--- src/rtl/icache_ifill_ctrl.sv ---
// icache_ifill_ctrl
// Refill and invalidation sequencer for the L1 instruction cache.
// It accepts one miss at a time and runs the IFILL request/ack/response
// handshake with the L2. The returned line and tag are written into the
// victim way. External line invalidations share the single array write port
// and always win it. A fill whose line is made stale by a kill, or by a
// same-index invalidation, still completes the L2 handshake. Its data is
// then discarded.
//
// Ports:
//   clk_i, rst_i            clock, synchronous active-high reset
//   miss_*                  miss request (valid/paddr/way/kill) and ready
//   ifill_req_*             IFILL request to L2 (valid/way/line-aligned paddr)
//   ifill_resp_*            L2 ack, full-line response valid and data
//                           (the beat field is ignored)
//   inv_valid_i/inv_paddr_i line invalidation request, index = paddr[11:5]
//   wr_*                    array write port (enable/way mask/idx/tag/valid/data)
//   fill_done_o             one-cycle pulse when a miss retires
module icache_ifill_ctrl #(
   parameter int N_WAY      = 4,
   parameter int PADDR_SIZE = 40,
   parameter int LINE_W     = 256,
   parameter int IDX_W      = 7,
   parameter int TAG_W      = 20
) (
   input  logic                     clk_i,
   input  logic                     rst_i,
   input  logic                     miss_valid_i,
   input  logic [PADDR_SIZE-1:0]    miss_paddr_i,
   input  logic [$clog2(N_WAY)-1:0] miss_way_i,
   input  logic                     miss_kill_i,
   output logic                     miss_ready_o,
   output logic                     ifill_req_valid_o,
   output logic [$clog2(N_WAY)-1:0] ifill_req_way_o,
   output logic [PADDR_SIZE-1:0]    ifill_req_paddr_o,
   input  logic                     ifill_resp_valid_i,
   input  logic                     ifill_resp_ack_i,
   input  logic [LINE_W-1:0]        ifill_resp_data_i,
   input  logic [1:0]               ifill_resp_beat_i,
   input  logic                     inv_valid_i,
   input  logic [11:0]              inv_paddr_i,
   output logic                     wr_en_o,
   output logic [N_WAY-1:0]         wr_way_mask_o,
   output logic [IDX_W-1:0]         wr_idx_o,
   output logic [TAG_W-1:0]         wr_tag_o,
   output logic                     wr_valid_o,
   output logic [LINE_W-1:0]        wr_data_o,
   output logic                     fill_done_o
);

   typedef enum logic [1:0] {IDLE, REQ, WAIT, WRITE} state_t;

   state_t                     state, state_nxt;
   logic [PADDR_SIZE-1:0]      paddr_q;
   logic [$clog2(N_WAY)-1:0]   way_q;
   logic [IDX_W-1:0]           idx_q;
   logic [TAG_W-1:0]           tag_q;
   logic [LINE_W-1:0]          line_q;
   logic                       drop_q;
   logic                       inv_vld_q;
   logic [IDX_W-1:0]           inv_idx_q;
   logic                       capture;
   logic                       unused_bits;

   // The beat field and the sub-line offset bits carry no information here.
   assign unused_bits = ^{ifill_resp_beat_i, miss_paddr_i[4:0], inv_paddr_i[4:0]};

   assign capture = ((state == REQ) && ifill_resp_ack_i && ifill_resp_valid_i) ||
                    ((state == WAIT) && ifill_resp_valid_i);

   always_ff @(posedge clk_i) begin
      if (rst_i) begin
         state     <= IDLE;
         paddr_q   <= '0;
         way_q     <= '0;
         idx_q     <= '0;
         tag_q     <= '0;
         line_q    <= '0;
         drop_q    <= 1'b0;
         inv_vld_q <= 1'b0;
         inv_idx_q <= '0;
      end else begin
         state     <= state_nxt;
         // The inv buffer drains every cycle because an inv always owns the
         // write port, so it is simply reloaded each cycle.
         inv_vld_q <= inv_valid_i;
         inv_idx_q <= inv_paddr_i[11:5];
         if (state == IDLE) begin
            if (miss_valid_i) begin
               paddr_q <= {miss_paddr_i[PADDR_SIZE-1:5], 5'b0};
               way_q   <= miss_way_i;
               idx_q   <= miss_paddr_i[11:5];
               tag_q   <= miss_paddr_i[TAG_W+11:12];
               drop_q  <= 1'b0;
            end
         end else if (miss_kill_i || (inv_valid_i && (inv_paddr_i[11:5] == idx_q))) begin
            drop_q <= 1'b1;
         end
         if (capture) line_q <= ifill_resp_data_i;
      end
   end

   always_comb begin
      state_nxt         = state;
      miss_ready_o      = 1'b0;
      ifill_req_valid_o = 1'b0;
      ifill_req_way_o   = '0;
      ifill_req_paddr_o = '0;
      wr_en_o           = 1'b0;
      wr_way_mask_o     = '0;
      wr_idx_o          = '0;
      wr_tag_o          = '0;
      wr_valid_o        = 1'b0;
      wr_data_o         = '0;
      fill_done_o       = 1'b0;

      if (inv_vld_q) begin
         wr_en_o       = 1'b1;
         wr_way_mask_o = '1;
         wr_idx_o      = inv_idx_q;
      end

      case (state)
         IDLE: begin
            miss_ready_o = 1'b1;
            if (miss_valid_i) state_nxt = REQ;
         end
         REQ: begin
            ifill_req_valid_o = 1'b1;
            ifill_req_way_o   = way_q;
            ifill_req_paddr_o = paddr_q;
            if (ifill_resp_ack_i) state_nxt = ifill_resp_valid_i ? WRITE : WAIT;
         end
         WAIT: begin
            if (ifill_resp_valid_i) state_nxt = WRITE;
         end
         WRITE: begin
            // A buffered inv holds the port; the fill waits in WRITE.
            if (!inv_vld_q) begin
               fill_done_o = 1'b1;
               state_nxt   = IDLE;
               if (!drop_q) begin
                  wr_en_o       = 1'b1;
                  wr_way_mask_o = N_WAY'(1) << way_q;
                  wr_idx_o      = idx_q;
                  wr_tag_o      = tag_q;
                  wr_valid_o    = 1'b1;
                  wr_data_o     = line_q;
               end
            end
         end
         default: state_nxt = IDLE;
      endcase
   end

endmodule

--- config.mk ---
export PLATFORM = sky130hd
export DESIGN_NAME = icache_ifill_ctrl
export DESIGN_NICKNAME = d
export VERILOG_FILES = /design/src/rtl/icache_ifill_ctrl.sv
export SDC_FILE = /design/constraint.sdc
export NUM_CORES = 1
export LEC_CHECK = 0
export ABC_AREA = 1
export CORE_AREA = 3 3 251 253
export CTS_BUF_LIST = sky130_fd_sc_hd__clkbuf_4 sky130_fd_sc_hd__clkbuf_8
export DETAILED_ROUTE_END_ITERATION = 7
export DIE_AREA = 0 0 254 256
export DONT_BUFFER_PORTS = 1
export GPL_ROUTABILITY_DRIVEN = 0
export PLACE_DENSITY = 0.33
export SLEW_MARGIN = 0
export SYNTH_ARGS = -nofsm -noshare
export SYNTH_HDL_FRONTEND = slang
export SYNTH_SLANG_ARGS = --single-unit
--- constraint.sdc ---
create_clock -name clk_i -period 2 [get_ports clk_i]
set_input_delay 0.2 -clock clk_i [delete_from_list [all_inputs] [get_ports clk_i]]
set_output_delay 0.2 -clock clk_i [all_outputs]
set_load 0.005 [all_outputs]
-- Word level (Yosys, flattened, before mapping)
Cells that the tools add are included.
- equal/unequal tests: 8
- shift-type cells: 1
- muxes and demuxes: 36
- reduce and logical (&&, ||, !) cells: 11
- operator list (cell ; number):
    256-bit 2-to-1 mux ; 3
    20-bit 2-to-1 mux ; 3
    40-bit 2-to-1 mux ; 1
    7-bit 2-to-1 mux ; 4
    4-bit 2-to-1 mux ; 4
    1-bit 2-to-1 mux ; 15
    2-bit 2-to-1 mux ; 5
    2-bit inequality test, second input constant ; 4
    2-bit one-hot mux with 4 select lines ; 1
    7-bit == test ; 1
    2-bit == test, second input constant ; 2
    1-bit logical AND ; 4
    2-bit AND reduction ; 2
    4-bit AND reduction ; 1
    1-bit by 2-bit << shifter with 4-bit output, first input constant ; 1
    2-bit by 1-bit == test with 1-bit output, second input constant ; 1
    2-bit logical NOT ; 1
    1-bit logical OR ; 2
    2-bit nonzero test ; 1
- register bits: 331
- bits of input ports: 319
- logic and storage cells: 65

-- Longest topological paths before layout
- depth in word-level cells: 5
- depth in mapped cells: 10

-- Worst setup path before layout
OpenSTA, ideal clock, no wires.
- kind: register -> register
- start: reg state[1]
- end: reg line_q[177]
- library setup time: 0.147 ns
- arrival time: 1.427 ns
- slack: 0.427 ns
- stages on the path, launching flop included: 10
- path buffers: 2
- path through: dfxtp_1 > inv_1 > ha_1 > nand2_1 > a21boi_1 > inv_2 > buf_4 > buf_2 > nor2_1 > a211oi_2
- word-level cells in the longest chain between the ends: 4
- elaborated cells between the ends (all ways): 6
- RTL lines (element ; RTL line ; RTL):
    start: declaration ; 53 ; state_t state, state_nxt;
    start signal: assignment ; 83 ; state <= state_nxt;
    2-bit by 1-bit == test with 1-bit output ; 68 ; assign capture = ((state == REQ) && ifill_resp_ack_i && ifill_resp_valid_i) ||
    1-bit logical AND (2 in series) ; 68 ;
    1-bit logical OR * ; 68 ;
    end signal: assignment ; 99 ; if (capture) line_q <= ifill_resp_data_i;
    end: declaration ; 58 ; logic [LINE_W-1:0] line_q;
Mark *: on every way between the ends. The rest lies on a longest branch, timed or not.
A chain may end at the register's enable or synchronous reset.

-- Worst setup path after layout
- start: reg state[1]
- end: out wr_data_o[101]
- word-level cells in the longest chain between the ends: 2
- RTL lines (element ; RTL line ; RTL):
    2-bit == test ; 123 ; case (state)
    256-bit 2-to-1 mux ; 123 ;
    end: declaration ; 47 ; output logic [LINE_W-1:0] wr_data_o,
Every way passes these cells.

==> results.cfg <==
[run_status]
violations = negative hold slack, negative setup slack
outcome = finished, violations left

[synth]
synth_cell_types = 21
synth-simple-area-share_pct = 17.5
synthCells = 1774
async_flop_share_pct = 0
yosysSeqAreaShare_pct = 42.5
avgSynthCellArea_um2 = 8.07
synth-edff-count = 0
yosys-top-cells-count = nor2_1, inv_1, dfxtp_1, a211oi_2, nand2_1
synth_top_family_by_area = compound AO/OA/AOI/OAI gates
synth.area.top_cells = dfxtp_1, a211oi_2, nor2_1, inv_1, nand2_1
synth_most_common_cell = nor2_1
synth_compound_area_share_pct = 24.8
yosysTopAreaCell = dfxtp_1
ys_seq_elements = 304
synthDominantCellAreaShare_pct = 42.5
synth_top_flop_cell = dfxtp_1
netlist_area_mm2 = 0.0143
ys_warn_count = 0
synth_adder_area_share_pct = 0.437
muxShareOfSynthArea_pct = 0
synth-xor-area-share_pct = 0

[critical_path]
cp.required_ns = 1.80
crit_type = reg -> out
worstPathArrival_ns = 2.07
endpoint_kind = output pin
startpoint_type = register
crit_fanout = 23

[min_path]
hp-class = in -> reg

[run]
max_cap_viol_count = 0

[finish]
syn_to_final_growth_pct = 40.7
final_core_util_pct = 32.9
nets = 2290
drive_gt1_share_pct = 34.6
final_area_mm2 = 0.0202

[routing]
vias = 12000
dr.first_iter.drc_count = 543
wl_per_cell_um = 18.8
vias_per_cell = 4.30
drc_errors = 0
drt-pass1-iter-count = 4
ant_nets = 0
drt_wl_total_um = 52500

[clocking]
cts_sinks = 304
cts_buffer_depth = 3
cts_buffers = 57
cts_max_level = 2
clkSlewWorstSetupHoldPaths_ns = 0.06
root_buffer = clkbuf_8
clk_latency_ns = 0.62
cts_tree = built

[global_routing]
grt_pass1_wl_um = 75500
grt_use_total_pct = 15.1
antenna_found_initial = 3
grt_pass1_vias = 12100
gr-total-overflow = 0
grt_max_degree = 305

[floorplan]
rows = 91
dieArea_mm2 = 0.0650
die_w_um = 254
core_mm2 = 0.0613
chipHeight_um = 256
boundaryPins = 653
start_util_pct = 23.4

[sta]
fin_crit_sh_pct = 113
slew_violations = 0
setup_viol = 296
period_minus_slack_ns = 2.27
hold_viol_final = 131
worst_slack_ns = -0.268
max_freq_mhz = 441
worst_slew_pin_slew_ns = 1.28
setup_tns_ns = -64.01
rsz0062_at_grt = true
max_slew_margin_pct = 14.7
skew_ns = 0.0265
whs_ns = -0.299

[pwr]
p_leak_nw = 7.10
vdd_drop_max_mv = 0.484
powerDensity_mw_per_mm2 = 1150

[placed_design]
port_buffers = 0
dpl_worst_slack_ns = 0.0546
placed_area_mm2 = 0.0151
dpl.hpwl_um = 35500
kinds of logic (layout without fill, tap and decap cells):
kind of cell             Yosys count  after routing
other                              1              7
adder cells (fa/ha/maj)            5              5
flip-flops                       304            304
AO/OA/AOI/OAI                    313            313
AND/OR/NAND/NOR                  668            668
buffers and inverters            483            709
stage by stage:
stage | std cells | hold WS (ns) | power (W)
global route | 2795 | -0.380 | 0.0248
floorplan | 1778 | 0.325 | 0.0138
global placement | 2485 | 0.320 | 0.0151
CTS | 2742 | -0.399 | 0.0232
finish | 2796 | -0.299 | 0.0233
detailed placement | 2485 | 0.323 | 0.0152
layout make-up:
class                           count  area (um^2)
Fill cell                        6469        41100
Multi-Input combinational cell    991         7440
Sequential cell                   304         6090
Timing Repair Buffer              262         3020
Inverter                          345         1330
Clock buffer                       93         1170
Tap cell                          790          988
Timing Repair inverter              5         66.3
Clock inverter                      4         47.5
Antenna cell                        2         5.00
state kept, by name (all words and copies together) (netlist names):
register / cells
inv_idx_q: 7
paddr_q: 10
idx_q: 6
state: 2
tag_q: 19
line_q: 256
way_q: 2
drop_q: 1
inv_vld_q: 1
per-layer routing:
metal | wire length, um | share of wire, % | vias up | track usage, %
met5 | 13 | 0.025 | - | 0
met4 | 1200 | 2.3 | 2 | 4.73
met3 | 3910 | 7.4 | 77 | 5.16
met2 | 27000 | 51 | 397 | 27.5
met1 | 20400 | 39 | 5649 | 16.3
li1 | - | - | 5901 | -
critical path: stages (launching register included):
cell,delay (ns)
dfxtp_2,0.35
ha_4,0.14
inv_2,0.04
nor2_2,0.10
inv_2,0.05
nor2_4,0.17
bufinv_16,0.23
buf_12,0.19
nor2_2,0.15
final timing paths:
check                    from             end  slack [ns]  depth (start not counted)
hold reg to reg   paddr_q[37]     paddr_q[37]        0.47                          2
setup reg to reg     state[0]     line_q[252]       -0.04                         10
setup / recovery     state[1]  wr_data_o[101]       -0.27                          8
hold / removal          rst_i     line_q[127]       -0.30                          1
what timing repair did:
action                                  in CTS  in global routing
hold buffers                               141                 42
cloned                                      13                  9
endpoints found under the hold margin      304                296
resized for setup                          305                121
pin swaps                                    4                  2
endpoints found under the setup margin     325                546
setup buffers                                6                  1
cells in the final DEF, fill, tap and decap left out, types with 6 or more instances in the layout:
master	count
a211oi_1	36
a211oi_2	250
a21oi_1	11
buf_12	16
buf_16	13
buf_4	37
buf_6	6
clkbuf_16	6
clkbuf_4	17
clkbuf_8	76
dfxtp_1	302
dlygate4sd3_1	183
inv_1	340
nand2_1	89
nor2_1	327
nor2_2	122
nor2_4	127
where the power goes:
part / switching, W / leakage, nW / internal (W)
combinational: 0.00543 / 3.97 / 0.00325
sequential: 0.000434 / 2.49 / 0.00764
clock: 0.00272 / 0.647 / 0.00378
Note: power is estimated with default switching activity, not from simulation.
